File: src/rtl/can_wb_multi_bridge.sv
// Wishbone slave fanning one port out to NCH CAN controller register ports, with local IRQ pending/mask/status.
// Optional sticky edge-latched IRQ pending: define CAN_WB_IRQ_LATCH_EN.
module can_wb_multi_bridge #(
    parameter int unsigned NCH    = 2,
    parameter int unsigned REG_AW = 5,
    parameter int unsigned RD_LAT = 1
) (
    input  logic                clk,
    input  logic                rst_n,
    input  logic                wbs_cyc_i,
    input  logic                wbs_stb_i,
    input  logic                wbs_we_i,
    input  logic [3:0]          wbs_sel_i,
    input  logic [31:0]         wbs_adr_i,
    input  logic [31:0]         wbs_dat_i,
    output logic                wbs_ack_o,
    output logic [31:0]         wbs_dat_o,
    output logic [NCH-1:0]      ch_wr_en,
    output logic [NCH-1:0]      ch_rd_en,
    output logic [REG_AW-1:0]   ch_addr,
    output logic [31:0]         ch_wr_data,
    output logic [3:0]          ch_wr_strb,
    input  logic [NCH*32-1:0]   ch_rd_data,
    input  logic [NCH-1:0]      ch_irq_i,
    output logic                irq_o
);
    localparam int unsigned CW = 3;
    localparam int unsigned LW = 3;

    typedef enum logic [1:0] {IDLE, ISSUE, WAIT, ACK} state_t;

    state_t             state;
    logic               we_q;
    logic [CW-1:0]      chan_q;
    logic [LW-1:0]      lat_cnt;
    logic [NCH-1:0]     irq_mask;
    logic [NCH-1:0]     irq_pend;
    logic               bad_sticky;

    logic               is_local, is_bad, loc_wr;
    logic [CW-1:0]      chan;
    logic [REG_AW-1:0]  idx;
    logic [8:0]         loc_off;
    logic [31:0]        loc_rd, rd_slice;
    logic               unused_bits;

    // Address decode, only meaningful while IDLE samples a new request
    always_comb begin
        is_local = wbs_adr_i[11];
        chan     = wbs_adr_i[REG_AW+4:REG_AW+2];
        idx      = wbs_adr_i[REG_AW+1:2];
        loc_off  = wbs_adr_i[10:2];
        is_bad   = !is_local && (32'(chan) >= NCH);
        loc_wr   = (state == IDLE) && wbs_cyc_i && wbs_stb_i && is_local && wbs_we_i;
    end

    assign unused_bits = ^{wbs_adr_i[31:12], wbs_adr_i[1:0]};

    always_comb begin
        loc_rd = '0;
        case (loc_off)
            9'd0:    loc_rd[NCH-1:0] = irq_pend;
            9'd1:    loc_rd[NCH-1:0] = irq_mask;
            9'd2:    loc_rd[0]       = bad_sticky;
            default: loc_rd          = '0;
        endcase
    end

    always_comb begin
        rd_slice = '0;
        for (int unsigned k = 0; k < NCH; k++) begin
            if (chan_q == CW'(k)) rd_slice = ch_rd_data[32*k +: 32];
        end
    end

`ifdef CAN_WB_IRQ_LATCH_EN
    logic [NCH-1:0] irq_prev, pend_clr;

    assign pend_clr = (loc_wr && loc_off == 9'd0 && wbs_sel_i[0]) ? wbs_dat_i[NCH-1:0] : '0;

    // A rising edge on the same cycle as a clear keeps the bit set
    always_ff @(posedge clk or negedge rst_n) begin
        if (!rst_n) begin
            irq_prev <= '0;
            irq_pend <= '0;
        end else begin
            irq_prev <= ch_irq_i;
            irq_pend <= (irq_pend & ~pend_clr) | (ch_irq_i & ~irq_prev);
        end
    end
`else
    assign irq_pend = ch_irq_i;
`endif

    always_ff @(posedge clk or negedge rst_n) begin
        if (!rst_n) begin
            state      <= IDLE;
            we_q       <= 1'b0;
            chan_q     <= '0;
            lat_cnt    <= '0;
            irq_mask   <= '0;
            bad_sticky <= 1'b0;
            wbs_ack_o  <= 1'b0;
            wbs_dat_o  <= '0;
            ch_wr_en   <= '0;
            ch_rd_en   <= '0;
            ch_addr    <= '0;
            ch_wr_data <= '0;
            ch_wr_strb <= '0;
            irq_o      <= 1'b0;
        end else begin
            ch_wr_en  <= '0;
            ch_rd_en  <= '0;
            wbs_ack_o <= 1'b0;
            irq_o     <= |(irq_pend & irq_mask);
            if (loc_wr && loc_off == 9'd1 && wbs_sel_i[0]) irq_mask <= wbs_dat_i[NCH-1:0];
            if (loc_wr && loc_off == 9'd2 && wbs_sel_i[0] && wbs_dat_i[0]) bad_sticky <= 1'b0;
            case (state)
                IDLE: begin
                    if (wbs_cyc_i && wbs_stb_i) begin
                        we_q       <= wbs_we_i;
                        chan_q     <= chan;
                        ch_addr    <= idx;
                        ch_wr_data <= wbs_dat_i;
                        ch_wr_strb <= wbs_sel_i;
                        if (is_local || is_bad) begin
                            state     <= ACK;
                            wbs_ack_o <= 1'b1;
                            wbs_dat_o <= (is_local && !wbs_we_i) ? loc_rd : '0;
                            if (is_bad) bad_sticky <= 1'b1;
                        end else begin
                            state <= ISSUE;
                            if (wbs_we_i) ch_wr_en <= NCH'(1) << chan;
                            else          ch_rd_en <= NCH'(1) << chan;
                        end
                    end
                end
                ISSUE: begin
                    if (!wbs_cyc_i) begin
                        state <= IDLE;
                    end else if (we_q) begin
                        state     <= ACK;
                        wbs_ack_o <= 1'b1;
                        wbs_dat_o <= '0;
                    end else if (RD_LAT == 0) begin
                        state     <= ACK;
                        wbs_ack_o <= 1'b1;
                        wbs_dat_o <= rd_slice;
                    end else begin
                        state   <= WAIT;
                        lat_cnt <= '0;
                    end
                end
                WAIT: begin
                    if (!wbs_cyc_i) begin
                        state <= IDLE;
                    end else if (lat_cnt == LW'(RD_LAT - 1)) begin
                        state     <= ACK;
                        wbs_ack_o <= 1'b1;
                        wbs_dat_o <= rd_slice;
                    end else begin
                        lat_cnt <= lat_cnt + 1'b1;
                    end
                end
                default: begin
                    state     <= IDLE;
                    wbs_dat_o <= '0;
                end
            endcase
        end
    end
endmodule

File: config.mk
export PLATFORM = sky130hd
export DESIGN_NAME = can_wb_multi_bridge
export DESIGN_NICKNAME = d
export VERILOG_FILES = /design/src/rtl/can_wb_multi_bridge.sv
export SDC_FILE = /design/constraint.sdc
export NUM_CORES = 1
export LEC_CHECK = 0
export CAP_MARGIN = 5
export CORE_ASPECT_RATIO = 1.4
export CORE_UTILIZATION = 40
export DETAILED_ROUTE_END_ITERATION = 12
export PLACE_DENSITY_LB_ADDON = 0.08
export REMOVE_ABC_BUFFERS = 1
export SYNTH_ARGS = -nofsm -noshare
export SYNTH_HDL_FRONTEND = slang
export SYNTH_SLANG_ARGS = --single-unit
File: constraint.sdc
create_clock -name clk -period 1.9 [get_ports clk]
set_input_delay 0.57 -clock clk [delete_from_list [all_inputs] [get_ports clk]]
set_output_delay 0.57 -clock clk [all_outputs]
set_load 0.005 [all_outputs]
======== Yosys cells after proc, flatten, opt, wreduce, memory -nomap -nowiden ========
Index checks and enable logic that the tools add are counted.
cells by class
  reductions and logical operators ........ 25
  multiplexer cells ....................... 44
  magnitude comparators ................... 1
  multipliers ............................. 0
  add/subtract/negate cells ............... 1
  bitwise logic cells ..................... 1
  shifts and indexed selects .............. 1
  divide/modulo/power cells ............... 0
  equal/unequal tests ..................... 14
operators by type and width
  cell                 number
  $mux 32              8
  $pmux 32 s3          1
  $mux 2               14
  $logic_and 1x1->1    12
  $mux 1               12
  $mux 3               4
  $ne 2x2->1 const B   6
  $eq 9x1->1 const B   1
  $eq 9x2->1 const B   1
  $logic_not 9->1      1
  $logic_not 3->1      2
  $pmux 1 s3           2
  $pmux 2 s3           1
  $pmux 3 s2           1
  $reduce_and 6->1     1
  $reduce_and 5->1     1
  $ne 2x1->1 const B   2
  $reduce_and 2->1     2
  $add 3x1->3 const B  1
  $eq 3x1->1 const B   1
  $ge 3x2->1 const B   1
  $ne 3x3->1 const B   1
  $shl 1x3->2 const A  1
  $and 2x2->2          1
  8 further kinds      9
word-level totals
  output and inout port bits .............. 79
  bits in registers ....................... 91
  memories ................................ 0
  latch bits .............................. 0
  logic and storage cells ................. 101
  input port bits ......................... 139
  bits in read-only memories .............. 0
  bits in writable memories ............... 0

======== Depth between registers and ports, before layout ========
  depth after elaboration ................. 13
  gate-level depth with buffers ........... 8
  depth with buffers taken out ............ 6

======== Least setup slack after synthesis ========
Ideal clock, no wire load.
  path kind ............................... in2reg
  start point ............................. input wbs_adr_i[4]
  end point ............................... register irq_mask[0]
  library setup time ...................... 0.125 ns
  path buffers ............................ 0
  cell stages on the path ................. 4
  setup slack ............................. 0.147 ns
  data arrival time ....................... 1.629 ns
  required time ........................... 1.775 ns
  cells stage by stage .................... nor4b_2 -> nand4b_1 -> nor4b_2 -> mux2_2
between the ends
  longest elaborated chain between the ends .. 3
RTL lines
  item                            line  RTL
  start, declared                 14    input logic [31:0] wbs_adr_i,
  $eq 9x1->1                      116   if (loc_wr && loc_off == 9'd1 && wbs_sel_i[0]) irq_mask <= wbs_dat_i[NCH-1:0];
  $logic_and 1x1->1 (2 in a row)  116
  end signal, assigned            116
  end, declared                   36    logic [NCH-1:0] irq_mask;
No other way between the ends.
A chain may end at the register's enable or synchronous reset.

======== Worst setup path in the final report ========
  start point ............................. register ch_wr_data[13]
  end point ............................... output ch_wr_data[13]
RTL lines
  item                    line  RTL
  start, declared         21    output logic [31:0] ch_wr_data,
  start signal, assigned  124   ch_wr_data <= wbs_dat_i;
No word-level cell between the ends.

==> summary.md <==
| Metric | Value |
|---|---|
| Outcome | complete, no violations |
| Effective utilization at floorplan | 41.8% |
| Vias per cell | 5.05 |
| Final Util | 67.7% |
| Crit path cell chain | clkdlybuf4s50_1 |
| Global-route usage over all layers | 19.9% |
| Global-route wire length before repair | 16.3 mm |
| Worst hold slack | 0.242 ns |
| Reg2Reg Capture Point | irq_mask[1]$_DFFE_PN0P_ |
| Mapped Cells | 332 |
| Layout Nets | 683 |
| Setup Skew | 0.0104 ns |
| Clock buffer count from CTS | 9 |
| Detailed-route DRC error count | 0 |
| Number of detailed-route iterations in the first pass | 4 |
| Largest net degree at the start of global routing | 92 |
| Critical Path Source Type | flop |
| Post-synthesis cell area | 4180 um2 |
| Leak pwr | 2.85 nW |
| CORE AREA | 10,000 um2 |
| Clk pin slew, worst setup/hold paths | 0.07 ns |
| I/O pin total | 218 |
| Post-synth ARST share | 100% |
| Max-Cap Viols | 0 |
| Number of synthesized flops with an enable pin | 0 |
| # hold bufs at CTS | 0 |
| Clk_lat worst skew | 0.34 ns |
| Clock Power Share | 20.8% |
| Comb pwr share | 45.3% |
| Cell Area, Placed | 6370 um2 |
| Initial DRC Count | 114 |
| Final worst-path cycle share | 94.7% |
| Worst flop-to-flop path startpoint | state[0]$_DFFE_PN0P_ |
| Sw Share | 32.3% |
| Pins Over Slew Limit | 0 |
| Die height | 123 um |
| Post-Layout Inst Area | 6770 um2 |
| Synth cell types | 42 |
| Critical path buffers and inverters | 1 |
| Routability Congestion | 0.797 |
| CP top delay family | buffers and inverters |
| Synthesis-to-finish area growth | 62.0% |
| Hold Fails Final Rpt | 0 |
| Maximum vdd ir drop | 0.795 mV |
| Tmin final | 1.80 ns |
| Seq pwr share | 33.8% |
| Rel. slew slack | 66.6% |
| CTS tree | done |
| Worst Setup EP | ch_wr_data[13] |
| Post-DP HPWL | 7.73 mm |
| Total length of routed wires | 10.7 mm |
| WP depth | 1 |
| CTS Sinks | 91 |
| Share of layout cells above drive strength 1 | 22.5% |
| N_diodes | 0 |
| Post-synth top flop | dfrtp_1 |
| Die Width | 88.4 um |
| Finish-stage setup viols | 0 |
| Vias in the first global route | 3,405 |
| Num rows | 43 |
| Worst Setup SP | ch_wr_data[13]$_DFFE_PN0P_ |
| Cell internal pwr | 6.10 mW |
| R2R cell count | 5 |
| Yosys reg bits | 91 |
| WS Path Type | reg2out |
| H-Tree Depth | 3 |
| Vias | 3,424 |
| Sw Pwr | 2.92 mW |
| Crit path arrival time | 1.23 ns |
| Max stage delay on crit path | 0.54 ns |
| Fmax | 556 MHz |
| CTS max path bufs | 2 |
| Die area | 10,900 um2 |
| Routed Antenna Nets | 0 |
| Measured slew at the worst slew-check pin | 0.500 ns |
| Seq/Total Area, Yosys | 54.5% |
| CTS Root Cell | clkbuf_16 |
| CP max FO | 2 |
| CP max-delay cell | clkdlybuf4s50_1 |
| Unrepaired setup endpoints after global routing | no |
| Worst Setup End Kind | output pin |
| Register-to-register setup slack | 0.11 ns |
| Synth warnings | 0 |
| Total power | 9.02 mW |
| WL/cell | 15.8 um |
| Gr ovfl total | 0 |
| Hold Path Class | in2async |
| Initial antenna violation count | 0 |
| Required @ worst endpoint | 1.33 ns |
| P per Cell Area | 1330 nW/um2 |
| Syn avg cell area | 12.6 um2 |
| Port bufs | 195 |
## repair_timing
| action | CTS | global route |
|---|---|---|
| pin swaps | 5 | 3 |
| buffers inserted | 1 | 1 |
| gates cloned | 0 | 1 |
| resized for setup | 15 | 5 |
| endpoints found under the setup margin | 34 | 30 |
## registers in the layout, indices dropped and copies added, names as in the netlist
name        cells
state           2
ch_rd_en        2
ch_wr_strb      4
irq_o           1
ch_addr         5
chan_q          3
we_q            1
lat_cnt         3
wbs_dat_o      32
irq_mask        2
ch_wr_data     32
ch_wr_en        2
wbs_ack_o       1
bad_sticky      1
## how the worst min path moves through the flow
stage / from / end / slack [ns] / depth (start not counted)
finish: rst_n / wbs_dat_o[2]$_DFFE_PN0P_ / 0.24 / 2
global route: rst_n / wbs_dat_o[2]$_DFFE_PN0P_ / 0.31 / 2
CTS: rst_n / wbs_dat_o[2]$_DFFE_PN0P_ / 0.29 / 2
detailed placement: wbs_dat_o[30]$_DFFE_PN0P_ / wbs_dat_o[30]$_DFFE_PN0P_ / 0.47 / 2
global placement: wbs_dat_o[30]$_DFFE_PN0P_ / wbs_dat_o[30]$_DFFE_PN0P_ / 0.46 / 2
floorplan: rst_n / bad_sticky$_DFF_PN0_ / 0.27 / 0
## stage by stage
| stage | TNS, ns | worst slack, ns | std cells |
|---|---|---|---|
| 2_1_floorplan | -62.90 | -0.923 | 310 |
| 3_3_place_gp | -27.18 | -0.517 | 659 |
| 3_5_place_dp | -28.98 | -0.572 | 659 |
| 5_1_grt | 0 | 0.0203 | 678 |
| 4_1_cts | 0 | 0.0107 | 676 |
| 6_report | 0 | 0.101 | 678 |
## layout by cell type (no fill, tap or decap), drive strengths merged, types with 7 or more instances in the layout
cell,synthesis,routed
a22oi,30,30
buf,15,22
clkbuf,7,13
clkdlybuf4s50,0,184
dfrtp,91,91
inv,7,8
mux2,47,47
nand2,41,41
nor2,7,7
o31ai,32,32
## cell type report
class	count	area (um2)
Clock inverter	4	56.3
Fill cell	833	3240
Tap cell	135	169
Timing Repair Buffer	217	2170
Sequential cell	91	2280
Multi-Input combinational cell	212	1810
Inverter	7	26.3
Clock buffer	12	267
## per-layer routing
layer	GRT usage (%)	wire length, um
met3	6.41	1070
met4	10.4	274
met5	0	0
met2	32.9	5220
met1	22.8	4180
## synth_stat cells, types with 2 or more instances
cell type  number  area, um2
o21ai_0         4       20.0
o31ai_1         6       45.0
o31ai_2        26        325
nand4_1         2       12.5
a21oi_1         3       15.0
nand3b_1        3       22.5
buf_2           9       45.0
ha_1            6       75.1
mux2_2         47        529
nand2_1        41        154
a22o_1          2       17.5
nand3_1         4       20.0
nor4_1          2       12.5
mux2i_1         4       40.0
nor2_1          7       26.3
nand2b_1        2       12.5
nor4b_2         2       30.0
dfrtp_1        91       2280
inv_1           7       26.3
clkbuf_1        7       26.3
a31oi_1         2       12.5
a22oi_1        30        225
buf_6           4       45.0
and2_1          3       18.8
## cell families after synthesis
kind of cell | synth area share (%)
fa+ha+maj | 1.80
flops | 54.5
compound gates | 17.3
buf+inv | 3.68
simple gates | 8.92
xor+xnor | 0.210
mux | 13.6
## power by group through the flow
stage / combinational [mW] / clock, mW / sequential [mW]
5_1_grt: 4.40 / 2.00 / 3.14
3_5_place_dp: 3.99 / 0 / 3.09
6_report: 4.09 / 1.88 / 3.05
3_3_place_gp: 3.93 / 0 / 3.04
4_1_cts: 4.02 / 1.93 / 3.06
2_1_floorplan: 1.70 / 0 / 3.09
No activity file was read; power rests on OpenSTA's default activity.
==> patch 1: new RTL, same flow settings <==
Set the parameter `REG_AW` to 6 (it was 5).
--- a/src/rtl/can_wb_multi_bridge.sv
+++ b/src/rtl/can_wb_multi_bridge.sv
@@ -2,7 +2,7 @@
 // Optional sticky edge-latched IRQ pending: define CAN_WB_IRQ_LATCH_EN.
 module can_wb_multi_bridge #(
     parameter int unsigned NCH    = 2,
-    parameter int unsigned REG_AW = 5,
+    parameter int unsigned REG_AW = 6,
     parameter int unsigned RD_LAT = 1
 ) (
     input  logic                clk,
Ports: changed (resized ch_addr); port bits go from 218 to 219. The function was not compared with the original's and may differ.
==> patch 1 against the original RTL <==
  * The flow now finishes with violations (setup timing)
  * Clock skew is 0.0050 ns lower
  * Utilization is 0.90 points lower
  * Critical path depth is 4 higher
  * Total power is 2.0% lower
  * Worst setup slack worse by 0.13 ns
  * Sequential cell count is 1 higher
  * Global-route usage is 0.45 points higher
  * Fmax is 6.9% lower
  * Routed wire length is 2.5% lower
  * Cell area is 2.9% lower
  * Synthesized area is 3.2% lower
  * Critical endpoint is now irq_mask[0]$_DFFE_PN0P_
  * Largest power group unchanged
  * Highest routed layer unchanged
==> patch 1: results (changes against the original RTL) <==
status: finished with violations
violations in the final reports: setup timing
clock buffer depth: 2 (unchanged)
drt via density: 5.05 (about the same)
worst setup path end: irq_mask[0]$_DFFE_PN0P_
Compound-Gate Fraction of Synth Area: 15.1% (-2.2 points)
register area share after synthesis: 56.9% (+2.4 points)
Port Buf Inserts: 196 (+0.51%)
Placed Area: 0.00626 mm2 (-1.6%)
min-delay worst type: in2async
first-pass GRT wire length: 16.6 mm (+1.9%)
gr usage total: 20.4% (+0.45 points)
XOR/XNOR share of the synthesized area: 0.217% (+0.0070 points)
CTS H-tree depth: 3 (unchanged)
Worst IR Drop VDD: 0.830 mV (+4.3%)
post-synthesis adder-cell area fraction: 1.86% (+0.060 points)
crit path DAT: 2.15 ns (+0.92 ns)
setup TNS: -0.0597 ns (-0.0597 ns)
TritonCTS Buffers: 9 (unchanged)
pin count of the biggest net entering global routing: 52 (-43%)
Final Worst Setup Slack: -0.0330 ns (-0.134 ns)
final setup fails: 2 (+2)
Netlist cell types: 39 (-7.1%)
CP max-delay cell: or4_4
Post-synth ARST share: 100% (unchanged)
Detail Placement HPWL: 7.83 mm (+1.3%)
R2R setup slack: 0.05 ns (-0.06 ns)
Avg Cell Area, Syn: 12.1 um2 (-3.8%)
mux cell area share after synthesis: 14.3% (+0.64 points)
final WL: 10.5 mm (-2.5%)
Largest regs: ch_wr_data (32), wbs_dat_o (32), ch_addr (6)
Fillers: 781 (-6.2%)
Post-Place Worst Slack: -0.808 ns (-0.236 ns)
worst hold slack: 0.194 ns (-0.0473 ns)
CP top delay family: simple AND/OR/NAND/NOR gates
vias in the first global route: 3,432 (+0.79%)
Net Sw Frac: 30.8% (-1.5 points)
clock skew: 0.00538 ns (-0.00503 ns)
top post-synthesis cells by area: dfrtp_1 (57%), mux2_2 (13%), o31ai_1 (6.1%)
top cells by count, synth: dfrtp_1 (92), mux2_2 (45), nand2_1 (43), o31ai_1 (33), a22oi_1 (30)
LEAKAGE: 2.74 nW (-3.6%)
critical path launch point: wbs_adr_i[7]
CTS resizes: 30 (+15)
Slew @ Worst Pin: 0.630 ns (+0.130 ns)
worst-case reg-to-reg path depth: 6 (+1)
proportion of layout cells with a drive suffix above 1: 18.6% (-3.8 points)
DR iter-0 viols: 126 (+11%)
patch 1: final cells by class:
class                   instances  area [um2]  area share, %
clock buffers                  10         229           3.48
repair buffers                215        2110           32.1
clock inverters                 6        88.8           1.35
multi-input cells             212        1650           25.1
inverters                       7        26.3          0.400
well taps                     135         169           2.57
flip-flops and latches         92        2300           35.0
patch 1: power by group through the flow:
stage | clock network [mW] | registers (mW) | logic, mW
floorplan | 0 | 3.15 | 1.55
global placement | 0 | 3.08 | 3.85
detailed placement | 0 | 3.13 | 3.91
CTS | 1.95 | 3.09 | 3.92
global route | 2.02 | 3.19 | 4.21
finish | 1.89 | 3.09 | 3.86
patch 1: layer usage:
| layer | vias up | global-route usage, % | wire [um] |
|---|---|---|---|
| li1 | 1640 | - | - |
| met1 | 1608 | 24.2 | 4290 |
| met2 | 154 | 33.6 | 4970 |
| met3 | 14 | 6.87 | 1020 |
| met4 | 0 | 8.02 | 184 |
| met5 | - | 0 | 0 |
==> patch 2: new RTL, config.mk and constraints unchanged <==
Without the edit above. The 4 states of `state_t` get a one-hot encoding in 4 bits.
--- a/src/rtl/can_wb_multi_bridge.sv
+++ b/src/rtl/can_wb_multi_bridge.sv
@@ -27,7 +27,7 @@
     localparam int unsigned CW = 3;
     localparam int unsigned LW = 3;
 
-    typedef enum logic [1:0] {IDLE, ISSUE, WAIT, ACK} state_t;
+    typedef enum logic [3:0] {IDLE = 4'b0001, ISSUE = 4'b0010, WAIT = 4'b0100, ACK = 4'b1000} state_t;
 
     state_t             state;
     logic               we_q;
Check against the original RTL: same outputs for any inputs over 4 cycles, from zero or initial values and one cycle with rst_n low; so few cycles prove little.
==> patch 2 against the original RTL <==
  * Routed wire length grew 10%
  * The flow now finishes with violations (setup timing)
  * Critical endpoint is now wbs_dat_o[29]$_DFFE_PN0P_
  * Worst setup slack got worse by 0.15 ns
  * Final cell count is 15% higher
  * Non-clock buffer count up 20
  * Sequential cell count increased by 2
  * Critical path type is now in2reg
  * Synthesized area decreased by 0.99%
  * Cell area grew 4.2%
Power is not compared: it rests on default switching activity, and its combinational part moved more than twofold at a synthesized area within 25%.
==> patch 2: results (changes against the original RTL) <==
gr usage total: 21.0% (+1.0 points)
post-synthesis cell count: 415 (+25%)
vias in the first global route: 3,775 (+11%)
clk_lat worst skew: 0.34 ns (about the same)
Placer Congestion: 0.757 (-5.1%)
Port Buf Inserts: 195 (unchanged)
Wirelength per Cell: 15.2 um (-4.3%)
Net Sw Frac: 26.7%
Detail Placement HPWL: 8.34 mm (+8.0%)
Initial DRT Pass Iterations: 5 (+1)
violations in the final reports: setup timing
Placed Area: 0.00647 mm2 (+1.7%)
wire length on met2: 5.91 mm (+13%)
pin count of the biggest net entering global routing: 36 (-61%)
Post-Place Worst Slack: -0.522 ns (+0.0500 ns)
CP max FO: 8 (+6)
fin nets: 780 (+14%)
Netlist cell types: 39 (-7.1%)
Final Worst Setup Slack: -0.0510 ns (-0.152 ns)
first-pass GRT wire length: 17.4 mm (+6.6%)
metal3 WL: 1.11 mm (+4.2%)
setup TNS: -1.07 ns (-1.07 ns)
register area share after synthesis: 56.3% (+1.8 points)
status: finished with violations
DR iter-0 viols: 96 (-16%)
CTS H-tree depth: 3 (unchanged)
CTS resizes: 10 (-5)
GR Util met2: 36.1% (+3.2 points)
Largest regs: ch_wr_data (32), wbs_dat_o (32), ch_addr (5)
Post-CTS Setup Bufs: 0 (-1)
proportion of layout cells with a drive suffix above 1: 16.0% (-6.5 points)
final setup fails: 32 (+32)
top cells by count, synth: nand2_1 (136), dfrtp_1 (92), mux2_1 (34), nor2_1 (34), a22oi_1 (33)
M1 GR Usage: 24.0% (+1.2 points)
met3 Resource Use GR: 6.12% (-0.29 points)
Slew @ Worst Pin: 0.641 ns (+0.140 ns)
drt via density: 4.99 (-1.2%)
crit path DAT: 2.17 ns (+0.94 ns)
WL met1: 4.59 mm (+10%)
final WL: 11.8 mm (+10%)
clock skew: 0.00799 ns (-0.00242 ns)
top post-synthesis cells by area: dfrtp_1 (56%), nand2_1 (12%), mux2_1 (9.3%)
YS warnings: 0 (unchanged)
DP Cell Count: 754 (+14%)
Fillers: 786 (-5.6%)
final hold violation count: 0 (unchanged)
## patch 2: cell count changes after synthesis, sizes merged, moves of 2 or more
cell    change
nor2       +27
a21oi       +3
clkbuf     +11
inv         -2
nor3b       +2
a22oi       +3
o22ai       +2
buf         -9
and2        -2
o31ai      -30
nand2      +95
ha          -4
mux2       -13
## patch 2: final cells by class
type | instances | area, um2 | area share, %
clock buffers | 10 | 239 | 3.39
clock inverters | 6 | 38.8 | 0.550
inverters | 5 | 18.8 | 0.266
multi-input cells | 293 | 1890 | 26.8
flip-flops and latches | 93 | 2330 | 33.0
well taps | 135 | 169 | 2.39
repair buffers | 237 | 2370 | 33.6
## patch 2: critical path, cell delays in order
cell and delay [ns]:
clkdlybuf4s50_1 0.46, a21oi_1 0.16, a21oi_1 0.10, o311a_4 0.38, clkbuf_16 0.20, mux2_4 0.30
## patch 2: cell families after synthesis
family,synth area share (%)
mux,9.98
buf+inv,2.81
xor+xnor,0.212
fa+ha+maj,0.605
flops,56.3
simple gates,20.8
compound gates,9.28
## patch 2: worst paths after layout
check,cells after the start,from,to,slack [ns]
min,1,rst_n,wbs_dat_o[27]$_DFFE_PN0P_,0.15
max,6,wbs_stb_i,wbs_dat_o[29]$_DFFE_PN0P_,-0.05
max reg2reg,6,state[0]$_DFFE_PN1P_,wbs_dat_o[29]$_DFFE_PN0P_,0.02
min reg2reg,2,ch_wr_strb[0]$_DFFE_PN0P_,ch_wr_strb[0]$_DFFE_PN0P_,0.47
min in group clk,2,ch_wr_strb[0]$_DFFE_PN0P_,ch_wr_strb[0]$_DFFE_PN0P_,0.47
max in group asynchronous,2,rst_n,wbs_dat_o[11]$_DFFE_PN0P_,1.22
